[config.mk]
export PLATFORM = sky130hd
export DESIGN_NAME = t03_vga_timing
export DESIGN_NICKNAME = d
export VERILOG_FILES = /design/src/rtl/t03_vga_pkg.sv /design/src/rtl/t03_vga_pixel_tick.sv /design/src/rtl/t03_vga_timing.sv
export SDC_FILE = /design/constraint.sdc
export NUM_CORES = 1
export LEC_CHECK = 0
export BUFFER_PORTS_ARGS = -buffer_cell sky130_fd_sc_hd__buf_4
export CAP_MARGIN = 10
export CORE_UTILIZATION = 46
export DETAILED_ROUTE_END_ITERATION = 8
export GPL_TIMING_DRIVEN = 0
export PLACE_DENSITY = 0.74
export SLEW_MARGIN = 20
export SYNTH_ARGS = -nofsm -noshare
export SYNTH_HDL_FRONTEND = slang
export SYNTH_SLANG_ARGS = --single-unit
[constraint.sdc]
create_clock -name clk -period 2 [get_ports clk]
set_clock_uncertainty 0.05 [all_clocks]
set_input_delay 0.4 -clock clk [delete_from_list [all_inputs] [get_ports clk]]
set_output_delay 0.4 -clock clk [all_outputs]
set_load 0.02 [all_outputs]
[src/rtl/t03_vga_pkg.sv]
// Shared VGA timing definitions: default 800x600@60 geometry, total-length helpers and the
// pixel counter type also used by the colour-selection logic.
package t03_vga_pkg;

  typedef logic [10:0] pix_cnt_t;

  localparam int unsigned DefHActive  = 800;
  localparam int unsigned DefHFp      = 40;
  localparam int unsigned DefHSync    = 128;
  localparam int unsigned DefHBp      = 88;
  localparam int unsigned DefVActive  = 600;
  localparam int unsigned DefVFp      = 1;
  localparam int unsigned DefVSync    = 4;
  localparam int unsigned DefVBp      = 23;
  localparam bit          DefHSyncPol = 1'b1;
  localparam bit          DefVSyncPol = 1'b1;
  localparam int unsigned DefClkDiv   = 1;

  // Largest total that still fits a pix_cnt_t.
  localparam int unsigned MaxTotal = 2047;

  function automatic int unsigned h_total(input int unsigned active, input int unsigned fp,
                                          input int unsigned sync, input int unsigned bp);
    return active + fp + sync + bp;
  endfunction

  function automatic int unsigned v_total(input int unsigned active, input int unsigned fp,
                                          input int unsigned sync, input int unsigned bp);
    return active + fp + sync + bp;
  endfunction

endpackage

[src/rtl/t03_vga_pixel_tick.sv]
// Pixel clock-enable: one tick every CLK_DIV enabled system clocks; the phase freezes while en=0.
module t03_vga_pixel_tick
  import t03_vga_pkg::*;
#(
  parameter int unsigned CLK_DIV = DefClkDiv
) (
  input  logic clk,
  input  logic rst,
  input  logic en,
  output logic tick
);

  localparam int unsigned DivW = (CLK_DIV > 1) ? $clog2(CLK_DIV) : 1;
  localparam logic [DivW-1:0] DivLast = DivW'(CLK_DIV - 1);

  logic [DivW-1:0] div_q;

  assign tick = en && (div_q == DivLast);

  always_ff @(posedge clk) begin
    if (rst) begin
      div_q <= '0;
    end else if (en) begin
      div_q <= tick ? '0 : div_q + 1'b1;
    end
  end

endmodule

[src/rtl/t03_vga_timing.sv]
// VGA raster timing: free-running pixel counters, one-pixel-late registered sync/blank/colour
// outputs, and registered line/frame strobes.
module t03_vga_timing
  import t03_vga_pkg::*;
#(
  parameter int unsigned H_ACTIVE  = DefHActive,
  parameter int unsigned H_FP      = DefHFp,
  parameter int unsigned H_SYNC    = DefHSync,
  parameter int unsigned H_BP      = DefHBp,
  parameter int unsigned V_ACTIVE  = DefVActive,
  parameter int unsigned V_FP      = DefVFp,
  parameter int unsigned V_SYNC    = DefVSync,
  parameter int unsigned V_BP      = DefVBp,
  parameter bit          HSYNC_POL = DefHSyncPol,
  parameter bit          VSYNC_POL = DefVSyncPol,
  parameter int unsigned CLK_DIV   = DefClkDiv
) (
  input  logic       clk,
  input  logic       rst,
  input  logic       en,
  input  logic [7:0] color_in,
  output pix_cnt_t   Hcnt,
  output pix_cnt_t   Vcnt,
  output logic       hsync,
  output logic       vsync,
  output logic       video_on,
  output logic [7:0] color_out,
  output logic       line_start,
  output logic       frame_start
);

  localparam int unsigned HTotalInt = h_total(H_ACTIVE, H_FP, H_SYNC, H_BP);
  localparam int unsigned VTotalInt = v_total(V_ACTIVE, V_FP, V_SYNC, V_BP);

  if (HTotalInt > MaxTotal || VTotalInt > MaxTotal || CLK_DIV < 1) begin : g_bad_cfg
    $error("t03_vga_timing: totals must fit 11 bits and CLK_DIV must be >= 1");
  end

  localparam pix_cnt_t HActive    = pix_cnt_t'(H_ACTIVE);
  localparam pix_cnt_t HSyncStart = pix_cnt_t'(H_ACTIVE + H_FP);
  localparam pix_cnt_t HSyncEnd   = pix_cnt_t'(H_ACTIVE + H_FP + H_SYNC);
  localparam pix_cnt_t HLast      = pix_cnt_t'(HTotalInt - 1);
  localparam pix_cnt_t VActive    = pix_cnt_t'(V_ACTIVE);
  localparam pix_cnt_t VSyncStart = pix_cnt_t'(V_ACTIVE + V_FP);
  localparam pix_cnt_t VSyncEnd   = pix_cnt_t'(V_ACTIVE + V_FP + V_SYNC);
  localparam pix_cnt_t VLast      = pix_cnt_t'(VTotalInt - 1);

  logic       tick;
  pix_cnt_t   hcnt_q, vcnt_q;
  logic       hsync_q, vsync_q, video_on_q;
  logic [7:0] color_q;
  logic       line_q, frame_q;
  logic       active, hs_raw, vs_raw, h_last, v_last;

  t03_vga_pixel_tick #(
    .CLK_DIV(CLK_DIV)
  ) u_pixel_tick (
    .clk (clk),
    .rst (rst),
    .en  (en),
    .tick(tick)
  );

  always_comb begin
    active = (hcnt_q < HActive) && (vcnt_q < VActive);
    hs_raw = (hcnt_q >= HSyncStart) && (hcnt_q < HSyncEnd);
    vs_raw = (vcnt_q >= VSyncStart) && (vcnt_q < VSyncEnd);
    h_last = (hcnt_q == HLast);
    v_last = (vcnt_q == VLast);
  end

  // Stage-2 registers capture the decode of the pixel being left, so they trail the counters
  // by exactly one pixel.
  always_ff @(posedge clk) begin
    if (rst) begin
      hcnt_q     <= '0;
      vcnt_q     <= '0;
      video_on_q <= 1'b0;
      color_q    <= '0;
      hsync_q    <= ~HSYNC_POL;
      vsync_q    <= ~VSYNC_POL;
      line_q     <= 1'b0;
      frame_q    <= 1'b0;
    end else begin
      line_q  <= tick && h_last;
      frame_q <= tick && h_last && v_last;
      if (tick) begin
        hcnt_q <= h_last ? '0 : hcnt_q + 1'b1;
        if (h_last) begin
          vcnt_q <= v_last ? '0 : vcnt_q + 1'b1;
        end
        video_on_q <= active;
        color_q    <= active ? color_in : 8'h00;
        hsync_q    <= ~(hs_raw ^ HSYNC_POL);
        vsync_q    <= ~(vs_raw ^ VSYNC_POL);
      end
    end
  end

  assign Hcnt        = hcnt_q;
  assign Vcnt        = vcnt_q;
  assign hsync       = hsync_q;
  assign vsync       = vsync_q;
  assign video_on    = video_on_q;
  assign color_out   = color_q;
  assign line_start  = line_q;
  assign frame_start = frame_q;

endmodule

---- Word-level counts from Yosys, hierarchy flattened ----
Index checks and enable logic that the tools add are counted.
word-level totals
  bits in registers ....................... 36
  bits of input ports ..................... 11
  word-level logic and storage cells ...... 32
cells by class
  add/sub/neg operators ................... 3
  order comparisons ....................... 6
  equality and inequality tests ........... 2
  muxes and demuxes ....................... 4
  bitwise gates (word level) .............. 1
  reduce and logical (&&, ||, !) cells .... 7
operators by type and width
  cell                                                                             count
  11-bit by 10-bit less-than comparator with 1-bit output (second input constant)  4
  11-bit by 1-bit adder with 11-bit output (second input constant)                 2
  11-bit by 10-bit >= comparator with 1-bit output (second input constant)         2
  11-bit 2-to-1 mux                                                                2
  11-bit by 10-bit == test with 1-bit output (second input constant)               1
  11-bit == test (second input constant)                                           1
  8-bit 2-to-1 mux                                                                 1
  1-bit logical AND                                                                6
  2-bit AND reduction                                                              1
  1-bit adder (second input constant)                                              1
  1-bit 2-to-1 mux                                                                 1
  1-bit inverter                                                                   1

---- Depth between registers and ports, before layout ----
Gate-level depths: netlist of the first run.
  word-level depth ........................ 4
  gate-level depth with buffers ........... 7
  mapped depth without buffers ............ 5

---- Hierarchy ----
From an unflattened synthesis of the first run, not the netlist that was laid out.
unflattened totals
  cell total of the unflattened synthesis .. 187
  area total of the unflattened synthesis .. 1660.3 µm²
by module, submodules not included
  module              instances  cells each  area an instance (µm²)  seq. area each (µm²)
  t03_vga_timing      1          184         1619.1                  700.7
  t03_vga_pixel_tick  1          3           41.3                    20.0

---- Worst setup path after synthesis of the first run ----
No wires, ideal clock.
  kind .................................... register to register
  from .................................... register hcnt_q[10], in the netlist Hcnt[10]
  to ...................................... register vcnt_q[8], in the netlist Vcnt[8]
  setup time .............................. 0.132 ns
  arrival time ............................ 1.907 ns
  data required time ...................... 1.818 ns
  path slack .............................. -0.089 ns
  stages on the path, launching flop included .. 7
  cell sequence ........................... dfxtp_1 -> or3b_1 -> or4_1 -> buf_2 -> clkbuf_1 -> o21ai_0 -> a21oi_1
on the way
  cells in the longest elaborated chain, start to end .. 2
ends and longest elaborated chain
  item                           RTL line              source
  from (decl)                    t03_vga_timing.sv:49  pix_cnt_t hcnt_q, vcnt_q;
  from (signal assigned)         t03_vga_timing.sv:88  hcnt_q <= h_last ? '0 : hcnt_q + 1'b1;
  11-bit == test                 t03_vga_timing.sv:68  h_last = (hcnt_q == HLast);
  2-bit AND reduction (no line)  --
  to (signal assigned)           t03_vga_timing.sv:90  vcnt_q <= v_last ? '0 : vcnt_q + 1'b1;
  to (decl)                      t03_vga_timing.sv:49
No other way between the ends.
A chain may end at the register's enable or synchronous reset.

---- Final worst setup path of the first run ----
  from .................................... register hcnt_q[8], in the netlist Hcnt[8]
  to ...................................... register vcnt_q[8], in the netlist Vcnt[8]
Same word-level chain as after synthesis.

==> impl_metrics.yaml, run 1 <==
critical_path:
  end_kind: "flop"
  cp-start-kind: "flop"
  path_max_fanout: 4
  crit_required_ns: 2.24
  r2r_setup_slack_ns: 0.07
  worstRegToRegCells: 4
  crit_type: "reg -> reg"
  crit_arrival_ns: 2.17
  r2r-end: "Vcnt[8]"
  crit-reg2reg-launch: "Hcnt[8]"
  critPathLaunch: "Hcnt[8]"
floorplan:
  die_area_mm2: 0.00384
  die_y_um: 62.0
  floorplan.rows: 21
  top_level_ports: 46
  core_area_mm2: 0.00339
  die_x_um: 62.0
  initial_core_util: 0.488
timing:
  setup_viol: 0
  fin_hold_ws_ns: 0.191
  hold_viol_final: 0
  finalCriticalPeriod_ns: 1.93
  worstMarginPinSlew_ns: 0.584
  tns_ns: 0
  final_max_slew_viol_count: 0
  clock.fmax_mhz: 518
  setup_ws_ns: 0.0677
  relSlewSlack: 0.611
  fin_crit_sh: 0.966
yosys:
  ys_ff_latch: 36
  synthTopCellsByCount: "dfxtp_1, a21oi_1, nor3_1, inv_1, nand2_1"
  synth_warnings: 0
  synth_top_family_by_area: "simple AND/OR/NAND/NOR gates"
  synth_most_common_cell: "dfxtp_1"
  async_flop_share: 0
  seq_area_frac_synth: 0.435
  synthesis.area_mm2: 0.00166
  synth_area_leaders: "dfxtp_1, a21oi_1, a22o_1, xnor2_1, nor3_1"
  synthAdderAreaFrac: 0.0302
  synth_cell_types: 36
  synthFlopType: "dfxtp_1"
  syn_nets: 199
  synth-simple-area-share: 0.268
  yosysTopAreaCell: "dfxtp_1"
  synthCells: 184
  synth_compound_area_frac: 0.162
  synth.avg_cell_area_um2: 9.00
  synthXorXnorAreaFrac: 0.0582
  synth.mux.area_fraction: 0
  yosysTopAreaCellShare: 0.435
  synth-edff-count: 0
place:
  place_hpwl_mm: 2.74
  dp_slack_ns: -0.323
  gp_congestion: 0.829
  postPlaceCellArea_mm2: 0.00205
  portBuffers: 44
cts:
  cts_tree: "built"
  numCtsBuffers: 5
  clock-sinks: 36
  htreeDepth: 2
  root_buffer: "clkbuf_4"
  ctsHoldBuffers: 0
  worstSkewPairLatency_ns: 0.35
  clk_pin_slew_ns: 0.12
  clk_path_buf_depth: 2
worst_hold_path:
  min_from: "en"
  holdPathEnd: "u_pixel_tick.div_q"
  hp-class: "in -> reg"
  hold_depth: 2
routing:
  first_pass_iters: 4
  ant_nets: 0
  drc: 0
  drt_iter0_markers: 99
  via_per_inst: 5.68
  vias: 1641
  wl_per_cell_um: 14.5
  routed_wl_mm: 4.20
pwr:
  combPwrFrac: 0.091
  internal-power_mw: 0.948
  power_switching_mw: 0.328
  leakagePower_nw: 0.874
  p_per_area_mw_per_mm2: 564
  ir_drop_mv: 0.519
  power.share.switching: 0.257
  seqPwrFrac: 0.580
  pwr-share-clk: 0.329
  total_power_mw: 1.28
global_route:
  grt_max_degree: 12
  grt_use_total: 0.235
  antenna_found_initial: 0
  grt_pass1_wl_mm: 6.50
  grt_pass1_vias: 1389
  overflow: 0
run_status:
  outcome: "finished clean"
finish:
  drive_gt1_frac: 0.350
  diodes: 0
  fin_area_mm2: 0.00226
  layout.nets: 257
  area_delta_synth_final_pct: 36.7
run:
  maxCapViolations: 0
## worst max-delay path, stage by stage, from the launching register on
cell and delay [ns]:
dfxtp_4 0.36, or3b_4 0.41, or4_4 0.56, or3_1 0.36, a21oi_1 0.14
## area by class of cell
type                    instances  area (um2)
flip-flops and latches         36         741
clock inverters                 2        10.0
repair buffers                 53         398
multi-input cells             128         918
well taps                      46        57.6
fillers                       267        1130
plain buffers                   8        48.8
inverters                      10        37.5
clock buffers                   6        51.3
## stage by stage
step | util | instances
final | 0.667 | 289
after global routing | 0.667 | 289
after CTS | 0.661 | 290
after detailed placement | 0.606 | 274
after global placement | 0.606 | 274
after floorplan | - | 184
## timing repair
item	in CTS	in global routing
pin swaps	4	3
hold endpoints to repair	0	0
gates resized for setup	20	10
setup endpoints to repair	20	19
gates cloned	0	0
buffers inserted	8	1
## how the worst max path moves through the flow
stage	slack, ns	cells after the start	to
finish	0.07	4	Vcnt[8]
global route	-0.02	6	Vcnt[2]
CTS	0.009	5	Vcnt[8]
detailed placement	-0.32	7	color_out[4]
global placement	-0.32	7	color_out[3]
floorplan	0.003	6	Vcnt[8]
## layout by cell type, fill, tap and decap left out, types with 2 or more instances in the layout
master and count:
a21oi_1 14, a22o_1 8, and4_1 3, and4b_1 2
buf_1 2, buf_4 54, clkbuf_1 2, clkbuf_4 6
clkbuf_8 2, clkinv_2 2, dfxtp_1 28, dfxtp_2 4
dfxtp_4 4, ha_1 4, inv_1 10, nand2_1 9
nand2b_1 3, nand3_1 6, nand3b_1 3, nand4_1 6
nand4b_1 3, nor2_1 7, nor3_1 11, nor4_1 2
o21ai_1 2, o31ai_1 3, o32ai_1 6, or2_2 2
or3_1 5, or4_1 2, xnor2_1 7, xor2_1 4
## power by group through the flow
stage	Clock, mW	Sequential [mW]	Combinational, mW
finish	0.420	0.740	0.116
detailed placement	0	0.761	0.110
floorplan	0	0.778	0.0413
CTS	0.425	0.740	0.114
global route	0.449	0.743	0.127
global placement	0	0.761	0.109
## cell families (layout without fill, tap and decap cells)
kind of cell / count (synthesis) / in the layout
simple gates: 74 / 74
compound gates: 39 / 39
flops: 36 / 36
buf+inv: 20 / 79
xor+xnor: 11 / 11
fa+ha+maj: 4 / 4
## registers in the layout, indices dropped and copies added (netlist names)
name                flops
line_start              1
Hcnt                   11
hsync                   1
Vcnt                   11
frame_start             1
color_out               8
vsync                   1
video_on                1
u_pixel_tick.div_q      1
## layer usage
metal / track usage / part of all wire / up-vias
met5: 0 / 0 / -
met4: 0.0794 / 0.011 / 0
met3: 0.0518 / 0.059 / 5
met2: 0.377 / 0.49 / 47
met1: 0.311 / 0.44 / 787
li1: - / - / 802
Note: power is estimated with default switching activity, not from simulation.
==> run 2, diff against run 1 <==
CORE_UTILIZATION = 48   (was 46)
CTS_BUF_LIST = sky130_fd_sc_hd__clkbuf_8   (was not set)
PLACE_DENSITY = 0.77   (was 0.74)
SKIP_LAST_GASP = 1   (was not set)
==> run 2 against run 1 <==
Core utilization up 5.8 points; clock power up 13%; count of clock-buffer cells in the layout down 1; critical path type unchanged; flip-flop and latch count stayed put; power rose by 4.4%; combinational power about the same; design area rose by 1.2%; final cell count shrank 0.69%; via count up 0.73%; die area fell by 4.0%.
==> impl_metrics.yaml, run 2 (synthesis gave the netlist of run 1 again) <==
cts:
  htreeDepth: 2
  numCtsBuffers: 5
  root_buffer: "clkbuf_8"
  worstSkewPairLatency_ns: 0.29
  clk_path_buf_depth: 2
  cts_tree: "built"
  clock-sinks: 36
  clk_pin_slew_ns: 0.07
run:
  maxCapViolations: 0
floorplan:
  initial_core_util: 0.525
  die_x_um: 60.7
  die_y_um: 60.7
  top_level_ports: 46
  floorplan.rows: 20
  die_area_mm2: 0.00369
  core_area_mm2: 0.00315
routing:
  route.met2.wl_mm: 2.07
  first_pass_iters: 4
  highest_layer: "met4"
  drc: 0
  ant_nets: 0
  vias: 1653
  drt_iter0_markers: 63
  wl_met1_mm: 1.88
  via_per_inst: 5.76
  routed_wl_mm: 4.36
  met3WireLength_um: 362
  wl_per_cell_um: 15.2
finish:
  fillCellCount: 257
  finish.utilization: 0.726
  final_cell_mix: "buf_4, dfxtp_1, inv_1, nor3_1, a21oi_1"
  layout.nets: 258
  final_common_cell: "buf_4"
  drive_gt1_frac: 0.358
  diodes: 0
  area_delta_synth_final_pct: 38.2
  fin_cells: 287
timing:
  tns_ns: 0
  fin_hold_ws_ns: 0.251
  setup_viol: 0
  fin_crit_sh: 0.985
  clock.fmax_mhz: 508
  final_max_slew_viol_count: 0
  relSlewSlack: 0.591
  hold_viol_final: 0
  rsz0062_at_grt: "true"
  finalCriticalPeriod_ns: 1.97
  worstMarginPinSlew_ns: 0.613
critical_path:
  crit_type: "reg -> reg"
  cp-start-kind: "flop"
  path_max_fanout: 10
  critPathLaunch: "Hcnt[8]"
  worstRegToRegCells: 5
  r2r_setup_slack_ns: 0.03
  crit-reg2reg-launch: "Hcnt[8]"
  crit_arrival_ns: 2.07
  crit_required_ns: 2.10
  end_kind: "flop"
  r2r-end: "Vcnt[8]"
  crit_end: "Vcnt[8]"
global_route:
  grt_pass1_wl_mm: 6.65
  grt_pass1_vias: 1523
  grt_max_degree: 11
  overflow: 0
  antenna_found_initial: 0
  grt_use_total: 0.245
pwr:
  leakagePower_nw: 0.878
  seqPwrFrac: 0.556
  combPwrFrac: 0.088
  power.share.switching: 0.240
  total_power_mw: 1.33
  internal-power_mw: 1.01
  p_per_area_mw_per_mm2: 582
  pwr-share-clk: 0.356
  power_switching_mw: 0.319
  ir_drop_mv: 0.363
place:
  gp_congestion: 0.871
  place_hpwl_mm: 2.93
  placed_cells: 272
  portBuffers: 44
run_status:
  outcome: "finished clean"
worst_hold_path:
  hp-class: "in -> reg"
## run 2: area by class of cell
| cell class | instances | area [um2] | area share |
|---|---|---|---|
| Inverter | 10 | 37.5 | 0.0164 |
| Multi-Input combinational cell | 128 | 928 | 0.406 |
| Clock buffer | 5 | 68.8 | 0.0301 |
| Sequential cell | 36 | 741 | 0.324 |
| Timing Repair Buffer | 53 | 398 | 0.174 |
| Clock inverter | 2 | 8.76 | 0.00383 |
| Tap cell | 44 | 55.1 | 0.0241 |
| Buffer | 9 | 51.3 | 0.0224 |
## run 2: critical path: stages (launching register included)
cell      delay [ns]
dfxtp_4         0.36
or3b_4          0.41
or4_4           0.59
clkbuf_8        0.20
o21ai_1         0.16
a21oi_2         0.06
## run 2: how the worst min path moves through the flow
| stage | depth (start not counted) | end | slack [ns] | from |
|---|---|---|---|---|
| global route | 2 | u_pixel_tick.div_q | 0.26 | en |
| floorplan | 1 | u_pixel_tick.div_q | 0.42 | u_pixel_tick.div_q |
| finish | 2 | u_pixel_tick.div_q | 0.25 | en |
| global placement | 2 | vsync | 0.40 | vsync |
| detailed placement | 2 | vsync | 0.40 | vsync |
| CTS | 2 | u_pixel_tick.div_q | 0.25 | en |
## run 2: stage by stage
| stage | instance area [um2] | setup WS [ns] |
|---|---|---|
| 2_1_floorplan | 1670 | 0.00272 |
| 3_3_place_gp | 2050 | -0.224 |
| 3_5_place_dp | 2050 | -0.268 |
| 4_1_cts | 2200 | 0.00105 |
| 5_1_grt | 2290 | -0.0670 |
| 6_report | 2290 | 0.0310 |
## run 2: per-layer routing
| layer | track usage | vias to the layer above |
|---|---|---|
| met5 | 0 | - |
| met1 | 0.314 | 777 |
| li1 | - | 795 |
| met2 | 0.383 | 75 |
| met3 | 0.0768 | 6 |
| met4 | 0.104 | 0 |
## run 2: what timing repair did
item | in CTS | in global routing
setup endpoints to repair | 20 | 19
hold buffers | 0 | 0
setup buffers | 3 | 6
resized for setup | 16 | 16
pin swaps | 1 | 6
## run 2: power by group through the flow
stage | clock [mW] | sequential [mW] | combinational, mW
6_report | 0.474 | 0.741 | 0.118
3_5_place_dp | 0 | 0.762 | 0.112
5_1_grt | 0.516 | 0.742 | 0.127
4_1_cts | 0.480 | 0.743 | 0.114
2_1_floorplan | 0 | 0.778 | 0.0413
3_3_place_gp | 0 | 0.760 | 0.108
==> run 3, diff against run 2 <==
ABC_AREA = 1   (was not set)
CORE_UTILIZATION = 50   (was 48)
PLACE_DENSITY = 0.78   (was 0.77)
==> run 3 against run 2 <==
Non-clock buffer count is 13 lower; synthesized cell count is 53% higher; largest power group unchanged; routed wire length is 2.5% higher.
==> impl_metrics.yaml, run 3 <==
critical_path:
  r2r_setup_slack_ns: 0.31
  crit_required_ns: 2.13
  r2r-end: "Vcnt[3]"
  path_max_fanout: 6
  crit_arrival_ns: 1.82
  crit-reg2reg-launch: "Vcnt[0]"
  path_cells: "ha_1 > inv_1 > nor3_1 > nand2_1 > nor2_1 > nand2_1 > nand3_1 > a21oi_1"
  crit_buf_inv: 1
  cp-start-kind: "flop"
  end_kind: "flop"
  crit_type: "reg -> reg"
  worstRegToRegCells: 8
  slowest_stage: "dfxtp_1"
  crit_path_frequent_cell: "nand2_1"
  critical-path-top-delay-family: "simple AND/OR/NAND/NOR gates"
  critPathMaxStageDelay_ns: 0.43
cts:
  ctsHoldBuffers: 0
  cts_setup_buffers: 0
  numCtsBuffers: 5
  htreeDepth: 2
  root_buffer: "clkbuf_8"
  postCtsResizedCells: 0
  cts_tree: "built"
  clock-sinks: 36
  clk_pin_slew_ns: 0.07
  worstSkewPairLatency_ns: 0.29
  clk_path_buf_depth: 2
worst_hold_path:
  hp-class: "in -> reg"
  holdPathEnd: "u_pixel_tick.div_q"
  min_from: "en"
  hold_depth: 4
yosys:
  synth_most_common_cell: "nand2_1"
  synth_cell_types: 33
  synth.mux.area_fraction: 0
  yosysTopAreaCell: "dfxtp_1"
  async_flop_share: 0
  synthFlopType: "dfxtp_1"
  synthAdderAreaFrac: 0.0257
  synthXorXnorAreaFrac: 0.0180
  synth-simple-area-share: 0.403
  synthCells: 281
  synth.avg_cell_area_um2: 6.92
  synth_warnings: 0
  synth_area_leaders: "dfxtp_1, nand2_1, inv_1, nor2_1, nand3_1"
  synth_top_family_by_area: "simple AND/OR/NAND/NOR gates"
  synth_compound_area_frac: 0.0920
  yosysTopAreaCellShare: 0.371
  synthTopCellsByCount: "nand2_1, dfxtp_1, inv_1, nor2_1, nand3_1"
  synth-edff-count: 0
  seq_area_frac_synth: 0.371
  syn_nets: 296
  ys_ff_latch: 36
  synthesis.area_mm2: 0.00194
place:
  gp_congestion: 0.947
  postPlaceCellArea_mm2: 0.00233
  place_hpwl_mm: 3.38
  portBuffers: 44
finish:
  fillCellCount: 373
  final_cell_mix: "nand2_1, buf_4, dfxtp_1"
  final_common_cell: "nand2_1"
  area_delta_synth_final_pct: 26.6
  layout.nets: 347
  fin_area_mm2: 0.00246
  drive_gt1_frac: 0.261
  diodes: 0
floorplan:
  die_x_um: 64.4
  initial_core_util: 0.527
  die_area_mm2: 0.00414
  top_level_ports: 46
  floorplan.rows: 22
  die_y_um: 64.4
  core_area_mm2: 0.00369
run_status:
  outcome: "finished clean"
routing:
  wl_per_cell_um: 11.7
  drc: 0
  drt_iter0_markers: 97
  first_pass_iters: 4
  routed_wl_mm: 4.46
  vias: 1898
  via_per_inst: 4.98
  ant_nets: 0
timing:
  finalCriticalPeriod_ns: 1.69
  clock.fmax_mhz: 592
  final_max_slew_viol_count: 0
  fin_crit_sh: 0.844
  fin_hold_ws_ns: 0.297
  rsz0062_at_grt: "false"
  tns_ns: 0
  relSlewSlack: 0.693
  worstMarginPinSlew_ns: 0.460
  hold_viol_final: 0
  setup_viol: 0
global_route:
  grt_max_degree: 12
  grt_use_total: 0.235
  grt_pass1_wl_mm: 7.58
  grt_pass1_vias: 1744
  antenna_found_initial: 0
  overflow: 0
pwr:
  leakagePower_nw: 1.14
  p_per_area_mw_per_mm2: 633
  ir_drop_mv: 0.586
run:
  maxCapViolations: 0
## run 3: cell count changes after synthesis, moves of 6 or more
cell,before,now
inv_1,10,33
xnor2_1,7,0
clkbuf_1,7,0
nor3_1,11,2
nor2_1,7,28
a22o_1,8,0
nand2_1,10,79
o32ai_1,6,0
nor2_4,0,7
nand3_1,7,20
## run 3: cell families after synthesis
group                      count (synthesis)
and+or+nand+nor                          161
DFF                                       36
adders and majority gates                  4
xor gates and xnor gates                   4
buffers and inverters                     44
AOI/OAI and AO/OA                         32
## run 3: final cells by class
| cell class | count | area (um2) | area share |
|---|---|---|---|
| Sequential cell | 36 | 721 | 0.293 |
| Inverter | 39 | 151 | 0.0615 |
| Clock inverter | 1 | 30.0 | 0.0122 |
| Tap cell | 48 | 60.1 | 0.0244 |
| Multi-Input combinational cell | 201 | 1050 | 0.426 |
| Clock buffer | 7 | 96.3 | 0.0391 |
| Timing Repair Buffer | 44 | 330 | 0.134 |
| Buffer | 5 | 23.8 | 0.00966 |
## run 3: worst max path at each step
stage	start	end	slack [ns]	cells after the start
final	Vcnt[0]	Vcnt[3]	0.31	8
after global routing	Vcnt[0]	Vcnt[2]	0.12	8
after CTS	Vcnt[0]	Vcnt[3]	0.32	8
after detailed placement	Vcnt[0]	Vcnt[3]	0.34	8
after global placement	Vcnt[0]	Vcnt[3]	0.34	8
after floorplan	Vcnt[0]	Vcnt[3]	0.37	8
## run 3: where the power goes
part	switching (mW)	leakage (nW)	internal (mW)
sequential	0.0109	0.292	0.730
combinational	0.0665	0.784	0.0471
clock	0.264	0.0645	0.440
## run 3: worst min-delay path, cell delays in order
cell     delay, ns
buf_4         0.08
inv_2         0.04
nand2_1       0.05
nor2_1        0.03
## run 3: metrics by stage
| stage | power [mW] | instances | utilization | worst slack (ns) |
|---|---|---|---|---|
| after floorplan | 0.822 | 281 | - | 0.367 |
| after global placement | 0.869 | 373 | 0.633 | 0.343 |
| after detailed placement | 0.872 | 373 | 0.633 | 0.343 |
| after CTS | 1.57 | 381 | 0.667 | 0.320 |
| after global routing | 1.61 | 381 | 0.667 | 0.124 |
| final | 1.56 | 381 | 0.667 | 0.311 |
## run 3: per-layer routing
metal  track usage  vias to the layer above  wire (um)
met5             0                        -          0
met4        0.0833                        0         59
met3        0.0429                        7        202
met2         0.413                       44       2220
met1         0.284                      854       1990
li1              -                      993          -
